$ cat src/rtl/uart_pkg.sv
// Shared types for the UART bridge: FSM state encodings and the bit-counter width.
package uart_pkg;

    localparam int BIT_CNT_W = 3;

    typedef enum logic [1:0] {
        TX_IDLE,
        TX_START,
        TX_DATA,
        TX_STOP
    } tx_state_t;

    typedef enum logic [2:0] {
        RX_IDLE,
        RX_START,
        RX_DATA,
        RX_STOP,
        RX_WAIT_HIGH
    } rx_state_t;

endpackage

$ cat src/rtl/byte_fifo.sv
// Synchronous byte FIFO with show-ahead head; pushes while full and pops while empty are ignored.
module byte_fifo #(
    parameter int DEPTH = 8
) (
    input  logic       clock,
    input  logic       reset,
    input  logic       push,
    input  logic       pop,
    input  logic [7:0] wr_data,
    output logic [7:0] rd_data,
    output logic       full,
    output logic       empty
);

    localparam int AW = $clog2(DEPTH);

    logic [AW:0] wr_ptr;
    logic [AW:0] rd_ptr;
    logic [7:0]  mem [DEPTH];
    logic        do_push;
    logic        do_pop;

    // Extra pointer MSB distinguishes full from empty when the index bits match.
    assign full    = (wr_ptr[AW] != rd_ptr[AW]) && (wr_ptr[AW-1:0] == rd_ptr[AW-1:0]);
    assign empty   = (wr_ptr == rd_ptr);
    assign do_push = push && !full;
    assign do_pop  = pop && !empty;
    assign rd_data = empty ? 8'h00 : mem[rd_ptr[AW-1:0]];

    always_ff @(posedge clock or negedge reset) begin
        if (!reset) begin
            wr_ptr <= '0;
            rd_ptr <= '0;
        end else begin
            if (do_push) wr_ptr <= wr_ptr + (AW+1)'(1);
            if (do_pop)  rd_ptr <= rd_ptr + (AW+1)'(1);
        end
    end

    always_ff @(posedge clock) begin
        if (do_push) mem[wr_ptr[AW-1:0]] <= wr_data;
    end

endmodule

$ cat src/rtl/uart_serial_bridge.sv
// Processor serial port to 8N1 UART bridge: TX FIFO + serialiser, synchronised deserialiser + RX FIFO.
//   state        | meaning
//   TX_IDLE      | line high, waiting for a byte in the TX FIFO
//   TX_START     | driving the start bit (low)
//   TX_DATA      | shifting out 8 data bits, LSB first
//   TX_STOP      | driving the stop bit; chains straight into the next frame if one is queued
//   RX_IDLE      | waiting for a low level on the synchronised line
//   RX_START     | timing to the start-bit centre to reject glitches
//   RX_DATA      | sampling 8 data bits at their centres
//   RX_STOP      | sampling the stop bit, then push / overrun / framing error
//   RX_WAIT_HIGH | after a framing error, waiting for the line to return high
module uart_serial_bridge
    import uart_pkg::*;
#(
    parameter int CLKS_PER_BIT = 16,
    parameter int FIFO_DEPTH   = 8
) (
    input  logic       clock,
    input  logic       reset,
    input  logic [7:0] tx_data_in,
    input  logic       tx_wren_in,
    output logic       tx_ready_out,
    output logic [7:0] rx_data_out,
    output logic       rx_valid_out,
    input  logic       rx_rden_in,
    input  logic       uart_rx_in,
    output logic       uart_tx_out,
    output logic       rx_overrun_out,
    output logic       rx_frame_err_out
);

    localparam int                CW        = $clog2(CLKS_PER_BIT);
    localparam logic [CW-1:0]     BIT_LAST  = CW'(CLKS_PER_BIT - 1);
    localparam logic [CW-1:0]     HALF_LAST = CW'(CLKS_PER_BIT / 2 - 1);

    tx_state_t              tx_state, tx_state_d;
    logic [CW-1:0]          tx_cnt, tx_cnt_d;
    logic [BIT_CNT_W-1:0]   tx_bit, tx_bit_d;
    logic [7:0]             tx_shift, tx_shift_d;
    logic                   tx_line, tx_line_d;
    logic                   tx_pop;
    logic [7:0]             tx_head;
    logic                   tx_full, tx_empty;

    rx_state_t              rx_state, rx_state_d;
    logic [CW-1:0]          rx_cnt, rx_cnt_d;
    logic [BIT_CNT_W-1:0]   rx_bit, rx_bit_d;
    logic [7:0]             rx_shift, rx_shift_d;
    logic                   rx_meta, rx_sync;
    logic                   rx_push, set_overrun, set_frame_err;
    logic                   rx_full, rx_empty;

    byte_fifo #(.DEPTH(FIFO_DEPTH)) u_tx_fifo (
        .clock   (clock),
        .reset   (reset),
        .push    (tx_wren_in),
        .pop     (tx_pop),
        .wr_data (tx_data_in),
        .rd_data (tx_head),
        .full    (tx_full),
        .empty   (tx_empty)
    );

    byte_fifo #(.DEPTH(FIFO_DEPTH)) u_rx_fifo (
        .clock   (clock),
        .reset   (reset),
        .push    (rx_push),
        .pop     (rx_rden_in),
        .wr_data (rx_shift),
        .rd_data (rx_data_out),
        .full    (rx_full),
        .empty   (rx_empty)
    );

    assign tx_ready_out = !tx_full;
    assign rx_valid_out = !rx_empty;
    assign uart_tx_out  = tx_line;

    always_ff @(posedge clock or negedge reset) begin
        if (!reset) begin
            tx_state <= TX_IDLE;
            tx_cnt   <= '0;
            tx_bit   <= '0;
            tx_shift <= '0;
            tx_line  <= 1'b1;
        end else begin
            tx_state <= tx_state_d;
            tx_cnt   <= tx_cnt_d;
            tx_bit   <= tx_bit_d;
            tx_shift <= tx_shift_d;
            tx_line  <= tx_line_d;
        end
    end

    // The line value is computed one cycle ahead so the output is a flop.
    always_comb begin
        tx_state_d = tx_state;
        tx_cnt_d   = tx_cnt;
        tx_bit_d   = tx_bit;
        tx_shift_d = tx_shift;
        tx_line_d  = tx_line;
        tx_pop     = 1'b0;
        case (tx_state)
            TX_IDLE: begin
                tx_line_d = 1'b1;
                if (!tx_empty) begin
                    tx_pop     = 1'b1;
                    tx_shift_d = tx_head;
                    tx_cnt_d   = BIT_LAST;
                    tx_line_d  = 1'b0;
                    tx_state_d = TX_START;
                end
            end
            TX_START: begin
                if (tx_cnt == '0) begin
                    tx_cnt_d   = BIT_LAST;
                    tx_bit_d   = '0;
                    tx_line_d  = tx_shift[0];
                    tx_state_d = TX_DATA;
                end else begin
                    tx_cnt_d = tx_cnt - 1'b1;
                end
            end
            TX_DATA: begin
                if (tx_cnt == '0) begin
                    tx_cnt_d = BIT_LAST;
                    if (tx_bit == '1) begin
                        tx_line_d  = 1'b1;
                        tx_state_d = TX_STOP;
                    end else begin
                        tx_bit_d   = tx_bit + 1'b1;
                        tx_shift_d = tx_shift >> 1;
                        tx_line_d  = tx_shift[1];
                    end
                end else begin
                    tx_cnt_d = tx_cnt - 1'b1;
                end
            end
            TX_STOP: begin
                if (tx_cnt == '0) begin
                    if (!tx_empty) begin
                        tx_pop     = 1'b1;
                        tx_shift_d = tx_head;
                        tx_cnt_d   = BIT_LAST;
                        tx_line_d  = 1'b0;
                        tx_state_d = TX_START;
                    end else begin
                        tx_line_d  = 1'b1;
                        tx_state_d = TX_IDLE;
                    end
                end else begin
                    tx_cnt_d = tx_cnt - 1'b1;
                end
            end
            default: begin
                tx_line_d  = 1'b1;
                tx_state_d = TX_IDLE;
            end
        endcase
    end

    always_ff @(posedge clock or negedge reset) begin
        if (!reset) begin
            rx_meta          <= 1'b1;
            rx_sync          <= 1'b1;
            rx_state         <= RX_IDLE;
            rx_cnt           <= '0;
            rx_bit           <= '0;
            rx_shift         <= '0;
            rx_overrun_out   <= 1'b0;
            rx_frame_err_out <= 1'b0;
        end else begin
            rx_meta          <= uart_rx_in;
            rx_sync          <= rx_meta;
            rx_state         <= rx_state_d;
            rx_cnt           <= rx_cnt_d;
            rx_bit           <= rx_bit_d;
            rx_shift         <= rx_shift_d;
            rx_overrun_out   <= rx_overrun_out | set_overrun;
            rx_frame_err_out <= rx_frame_err_out | set_frame_err;
        end
    end

    // Half-bit timing in START puts every later sample at a bit centre.
    always_comb begin
        rx_state_d    = rx_state;
        rx_cnt_d      = rx_cnt;
        rx_bit_d      = rx_bit;
        rx_shift_d    = rx_shift;
        rx_push       = 1'b0;
        set_overrun   = 1'b0;
        set_frame_err = 1'b0;
        case (rx_state)
            RX_IDLE: begin
                if (!rx_sync) begin
                    rx_cnt_d   = HALF_LAST;
                    rx_state_d = RX_START;
                end
            end
            RX_START: begin
                if (rx_cnt == '0) begin
                    if (rx_sync) begin
                        rx_state_d = RX_IDLE;
                    end else begin
                        rx_cnt_d   = BIT_LAST;
                        rx_bit_d   = '0;
                        rx_state_d = RX_DATA;
                    end
                end else begin
                    rx_cnt_d = rx_cnt - 1'b1;
                end
            end
            RX_DATA: begin
                if (rx_cnt == '0) begin
                    rx_shift_d = {rx_sync, rx_shift[7:1]};
                    rx_cnt_d   = BIT_LAST;
                    if (rx_bit == '1) rx_state_d = RX_STOP;
                    else              rx_bit_d   = rx_bit + 1'b1;
                end else begin
                    rx_cnt_d = rx_cnt - 1'b1;
                end
            end
            RX_STOP: begin
                if (rx_cnt == '0) begin
                    if (rx_sync) begin
                        rx_state_d = RX_IDLE;
                        if (rx_full) set_overrun = 1'b1;
                        else         rx_push     = 1'b1;
                    end else begin
                        set_frame_err = 1'b1;
                        rx_state_d    = RX_WAIT_HIGH;
                    end
                end else begin
                    rx_cnt_d = rx_cnt - 1'b1;
                end
            end
            RX_WAIT_HIGH: begin
                if (rx_sync) rx_state_d = RX_IDLE;
            end
            default: rx_state_d = RX_IDLE;
        endcase
    end

endmodule

$ cat config.mk
export PLATFORM = sky130hd
export DESIGN_NAME = uart_serial_bridge
export DESIGN_NICKNAME = d
export VERILOG_FILES = /design/src/rtl/uart_pkg.sv /design/src/rtl/byte_fifo.sv /design/src/rtl/uart_serial_bridge.sv
export SDC_FILE = /design/constraint.sdc
export NUM_CORES = 1
export LEC_CHECK = 0
export CAP_MARGIN = 5
export CORE_MARGIN = 10
export CORE_UTILIZATION = 29
export DETAILED_ROUTE_END_ITERATION = 8
export SLEW_MARGIN = 20
export SYNTH_ARGS = -nofsm -noshare
export SYNTH_HDL_FRONTEND = slang
export SYNTH_HIERARCHICAL = 1
export SYNTH_SLANG_ARGS = --single-unit
$ cat constraint.sdc
create_clock -name clock -period 5.2 [get_ports clock]
set_input_delay 1.56 -clock clock [delete_from_list [all_inputs] [get_ports clock]]
set_output_delay 1.56 -clock clock [all_outputs]
set_load 0.02 [all_outputs]
==> results.cfg, run 1 <==
[synthesis]
synthSimpleGateAreaFrac_pct = 8.57
synth_edf_count = 128
ys_seq_elements = 184
synthAdderAreaFrac_pct = 2.53
synth_commonest_cells = edfxtp_1, mux2i_1, dfrtp_1
async_reset_ff_share_pct = 30.4
synth_compound_area_share_pct = 10.1
synth_cells = 580
syn-mean-instance-area_um2 = 14.5
yosys.area.top_type = edfxtp_1
yosysMostFrequentCell = edfxtp_1
syn-num-nets = 610
yosys_warnings = 6
ys_types = 65
ys_top_cells_by_area = edfxtp_1, dfrtp_1, mux2i_1, a22oi_1, ha_1
synth_flop_cell = edfxtp_1
synth-xor-area-share_pct = 3.68
synth_top_family_by_area = compound AO/OA/AOI/OAI gates
synth_top_area_share_pct = 45.6
muxShareOfSynthArea_pct = 9.82
synth_area_mm2 = 0.00842
seq_area_frac_synth_pct = 62.3

[sta]
period_needed_ps = 4270
fin_tns_setup_ps = 0
rsz0062_at_grt = no
fin_skew_ps = 12.0
fin_ws_ps = 935
final-setup-viol-count = 0
worst_slew_pin_slew_ps = 1020
slew_headroom_pct = 31.9
fin_crit_sh_pct = 82.0
fmax_ghz = 0.234
hold_viol = 0
drv_slew = 0

[job]
cap_violations = 0

[clocking]
htree_levels = 4
cts_buffers = 17
clock_path_buffers = 2
cts_resized = 0
cts_tree = built
postCtsHoldBufs = 0
path_clk_slew_ps = 70
cts-root-buf = clkbuf_16
post_cts_buffers = 0
clock_latency_ps = 430
clock-sinks = 184

[floorplan]
die_x_um = 190
io_pins = 26
die_area_mm2 = 0.0363
num_rows = 62
start_util_pct = 29.3
core_area_mm2 = 0.0287
die_h_um = 190

[place]
place_area_mm2 = 0.00909
post-dp-hpwl_um = 10200
gp_congestion = 0.776
io_buffer_count = 25
dp_slack_ps = 1370

[layout]
design_area_mm2 = 0.00965
layout.nets = 630
n_antenna_cell = 0
drive_above_1_share_pct = 14.8
area_growth_pct = 14.5
regArea_mm2 = 0.00525
multi_input_area_mm2 = 0.00295
fill_cells = 2790

[detailed_routing]
drtAntennaViolNets = 0
num_vias = 4605
dr.pass1.iters = 4
vias_per_cell = 4.62
wire_per_inst_um = 14.7
drc = 0
drt_iter0_markers = 284
routed_wl_um = 14700

[global_route]
track_usage_pct = 8.34
grt_max_degree = 37
grt-ovfl-total = 0
grt_pass1_wl_um = 24500
antenna_found_initial = 0
grt_pass1_vias = 4658

[pwr]
cellPowerDensity_mw_per_mm2 = 567
p_leak_nw = 3.53
p_total_mw = 5.47
ir_worst_vdd_mv = 0.265

[setup_path]
cp.arrival_ps = 2710
setup.worst_path.class = reg -> out
cp-start-kind = flip-flop
cp.required_ps = 3640
max_stage_delay_ps = 640
cp-end-kind = primary output
crit_path_max_fanout = 18
cp_num_buf_inv = 1
path_cells = xnor2_1 -> nand4_1 -> and3_1 -> clkdlybuf4s50_1
cp_slowest_cell = dfrtp_2
cp_top_family = flip-flops

[outcome]
outcome = finished, final reports clean

[worst_hold_path]
timing.hold.worst.class = reg -> reg
[registers in the layout, indices dropped and copies added, names as in the netlist, 8 cells and up]
| name | count |
|---|---|
| u_rx_fifo/mem | 64 |
| u_tx_fifo/mem | 64 |
| rx_shift | 8 |
| tx_shift | 8 |
[power by group]
part           leakage, nW  internal (mW)  switching (mW)
sequential            1.84           1.82           0.309
combinational         1.42          0.966            1.15
clock                0.270          0.633           0.588
total                 3.53           3.42            2.05
[metrics by stage]
stage	hold slack (ps)	util, %	instances
after floorplan	345	-	580
after global placement	346	31.7	965
after detailed placement	351	31.7	965
after CTS	361	33.6	997
after global routing	365	33.6	997
final	359	33.6	997
[final cells by class]
type	count	area share, %
multi-input combinational	344	30.6
clock buffer	18	4.45
inverter	17	0.661
tap	384	4.98
sequential	184	54.4
timing repair buffer	36	3.53
clock inverter	14	1.36
[path summary, 6_finish.rpt]
check / startpoint / endpoint / slack (ps) / depth (start not counted)
worst min-delay path: rx_meta$_DFF_PN1_ / rx_sync$_DFF_PN1_ / 360 / 0
worst min register to register: rx_meta$_DFF_PN1_ / rx_sync$_DFF_PN1_ / 360 / 0
min in group asynchronous: reset / u_rx_fifo/rd_ptr[3]$_DFFE_PN0P_ / 1200 / 1
worst max-delay path: u_rx_fifo/rd_ptr[1]$_DFFE_PN0P_ / rx_data_out[3] / 930 / 4
worst max register to register: u_rx_fifo/rd_ptr[1]$_DFFE_PN0P_ / u_rx_fifo/mem[7][2]$_DFFE_PP_ / 1890 / 5
max in group asynchronous: reset / uart_tx_out$_DFFE_PN1P_ / 3130 / 2
[placed cells by master, fill, tap and decap left out, types with 7 or more instances in the layout]
cell type / Yosys / routed
a21oi_1: 8 / 8
a22oi_1: 32 / 32
and3_1: 16 / 16
buf_4: 1 / 10
clkbuf_16: 0 / 17
clkdlybuf4s50_1: 0 / 24
dfrtp_1: 53 / 51
edfxtp_1: 128 / 128
ha_1: 17 / 17
inv_1: 17 / 17
mux2_2: 11 / 11
mux2i_1: 65 / 65
nand2_1: 24 / 24
nor2_1: 22 / 22
nor3_1: 11 / 11
o21ai_0: 7 / 7
xnor2_1: 11 / 11
xor2_1: 7 / 7
[routing by layer]
metal / up-vias / wire length (um) / global-route usage (%)
met5: - / 0 / 0
met4: 0 / 106 / 2.51
met3: 9 / 557 / 2.45
met2: 66 / 6990 / 13.2
met1: 2257 / 7010 / 10.8
li1: 2273 / - / -
[logic make-up after synthesis]
logic type                 after synthesis
muxes                                   80
DFF                                    184
adders and majority gates               17
xor gates and xnor gates                26
buffers and inverters                   52
AOI/OAI and AO/OA                       96
and+or+nand+nor                        125
(Power assumes the default switching activity.)
==> run 2, diff against run 1 <==
==> constraint.sdc (replaced) <==
create_clock -name clock -period 3.4 [get_ports clock]
set_input_delay 1.02 -clock clock [delete_from_list [all_inputs] [get_ports clock]]
set_output_delay 1.02 -clock clock [all_outputs]
set_load 0.02 [all_outputs]
==> run 2 against run 1 <==
Combinational power is 62% higher. Count of clock-buffer cells in the layout is 1 lower. Global-route usage is 0.19 points higher. Sequential power is 51% higher. Via count is 2.6% higher. Core utilization is 0.90 points higher. Sequential share of layout area is 1.3 points lower. First-iteration DRC count is 26% lower. Sequential cell count stayed put. Clock power is 60% higher.
==> results.cfg, run 2 (synthesized netlist as in run 1, its figures left out) <==
[pwr]
p_switching_mw = 3.15
combPwrFrac_pct = 39.9
intPower_mw = 5.42
cellPowerDensity_mw_per_mm2 = 865
ir_worst_vdd_mv = 0.379
seqPwrFrac_pct = 37.4
power_frac_clock_pct = 22.7
p_leak_nw = 3.73
switching_share_pct = 36.7

[setup_path]
cp.required_ps = 2380
cp.arrival_ps = 2250
startpoint = u_tx_fifo/wr_ptr[1]$_DFFE_PN0P_
reg2reg_slack_ps = 520
cp-start-kind = flip-flop
crit_path_max_fanout = 12
setup.worst_path.class = reg -> out
reg2reg_from = u_tx_fifo/wr_ptr[2]$_DFFE_PN0P_
cp-end-kind = primary output

[sta]
slew_headroom_pct = 52.5
drv_slew = 0
final-setup-viol-count = 0
fin_skew_ps = 15.4
worst_slew_pin_slew_ps = 706
fin_tns_setup_ps = 0
fmax_ghz = 0.306
fin_crit_sh_pct = 96.1
period_needed_ps = 3270
rsz0062_at_grt = no
hold_viol = 0
timing.hold.ws_ps = 360

[global_route]
track_usage_pct = 8.53
grt-ovfl-total = 0
grt_max_degree = 57
grt_pass1_vias = 4845
grt_pass1_wl_um = 25200
antenna_found_initial = 0

[clocking]
cts_tree = built
cts_buffers = 17
clock-sinks = 184
clock_latency_ps = 430
path_clk_slew_ps = 70
cts-root-buf = clkbuf_16
htree_levels = 4
clock_path_buffers = 2

[floorplan]
start_util_pct = 29.3
io_pins = 26
die_h_um = 190
die_area_mm2 = 0.0363
die_x_um = 190
num_rows = 62
core_area_mm2 = 0.0287

[layout]
n_antenna_cell = 0
drive_above_1_share_pct = 19.2
fill_cells = 2790
mostFrequentLayoutCells = edfxtp_1, mux2i_1, dfrtp_1
area_growth_pct = 17.6
layout_commonest_cell = edfxtp_1
layout.nets = 654

[place]
post-dp-hpwl_um = 10100
io_buffer_count = 25
gp_congestion = 0.716

[detailed_routing]
drc = 0
drt_iter0_markers = 210
vias_per_cell = 4.63
dr.pass1.iters = 5
wire_per_inst_um = 14.6
num_vias = 4723
routed_wl_um = 14900
drtAntennaViolNets = 0

[worst_hold_path]
timing.hold.worst.class = reg -> reg
min_from = rx_meta$_DFF_PN1_

[job]
cap_violations = 0

[outcome]
outcome = finished, final reports clean
-- run 2: path summary, 6_finish.rpt --
kind / cells past startpoint / endpoint
worst max-delay path: 4 / tx_ready_out
worst min-delay path: 0 / rx_sync$_DFF_PN1_
worst max register to register: 7 / u_tx_fifo/rd_ptr[3]$_DFFE_PN0P_
worst min register to register: 0 / rx_sync$_DFF_PN1_
max in group asynchronous: 2 / uart_tx_out$_DFFE_PN1P_
min in group asynchronous: 2 / u_rx_fifo/wr_ptr[3]$_DFFE_PN0P_
-- run 2: repair_timing --
action                     4_1_cts  5_1_grt
buffers inserted                 3        0
hold buffers                     0        0
setup endpoints to repair       10        9
pin swaps                        1        0
resized for setup                7       10
-- run 2: power by group through the flow --
stage / logic (mW) / clock network [mW] / registers [mW]
final: 3.42 / 1.95 / 3.21
after global routing: 3.80 / 2.10 / 3.26
after CTS: 3.49 / 2.01 / 3.20
after detailed placement: 3.39 / 0 / 3.27
after floorplan: 2.77 / 0 / 3.02
after global placement: 3.33 / 0 / 3.26
-- run 2: area by class of cell --
cell class                 instances  area (um^2)  share of cell area (%)
clock inverter                    15          159                    1.60
sequential                       184         5260                    53.1
inverter                          17         63.8                   0.644
clock buffer                      17          425                    4.29
multi-input combinational        344         2960                    29.9
tap                              384          480                    4.85
timing repair buffer              60          557                    5.62
-- run 2: metal layers --
| metal | global-route usage, % | share of wire (%) | wire [um] |
|---|---|---|---|
| met4 | 2.97 | 1.2 | 174 |
| met3 | 2.29 | 2.8 | 414 |
| met2 | 13.7 | 48 | 7230 |
| met1 | 10.8 | 48 | 7110 |
| met5 | 0 | 0 | 0 |
-- run 2: worst max-delay path, stage by stage, from the launching register on --
cell and delay (ps):
dfrtp_2 510, xor2_2 230, nor4_4 450, inv_1 70, clkdlybuf4s50_1 550
-- run 2: metrics by stage --
step | std cells | total power, mW | setup WS [ps] | util [%] | instance area, um^2
after floorplan | 580 | 5.78 | 309 | - | 8420
after detailed placement | 986 | 6.66 | 210 | 32.2 | 9250
final | 1021 | 8.57 | 133 | 34.5 | 9910
after global routing | 1021 | 9.16 | 0.233 | 34.5 | 9910
after global placement | 986 | 6.59 | 287 | 32.2 | 9250
after CTS | 1021 | 8.70 | 18.0 | 34.4 | 9880
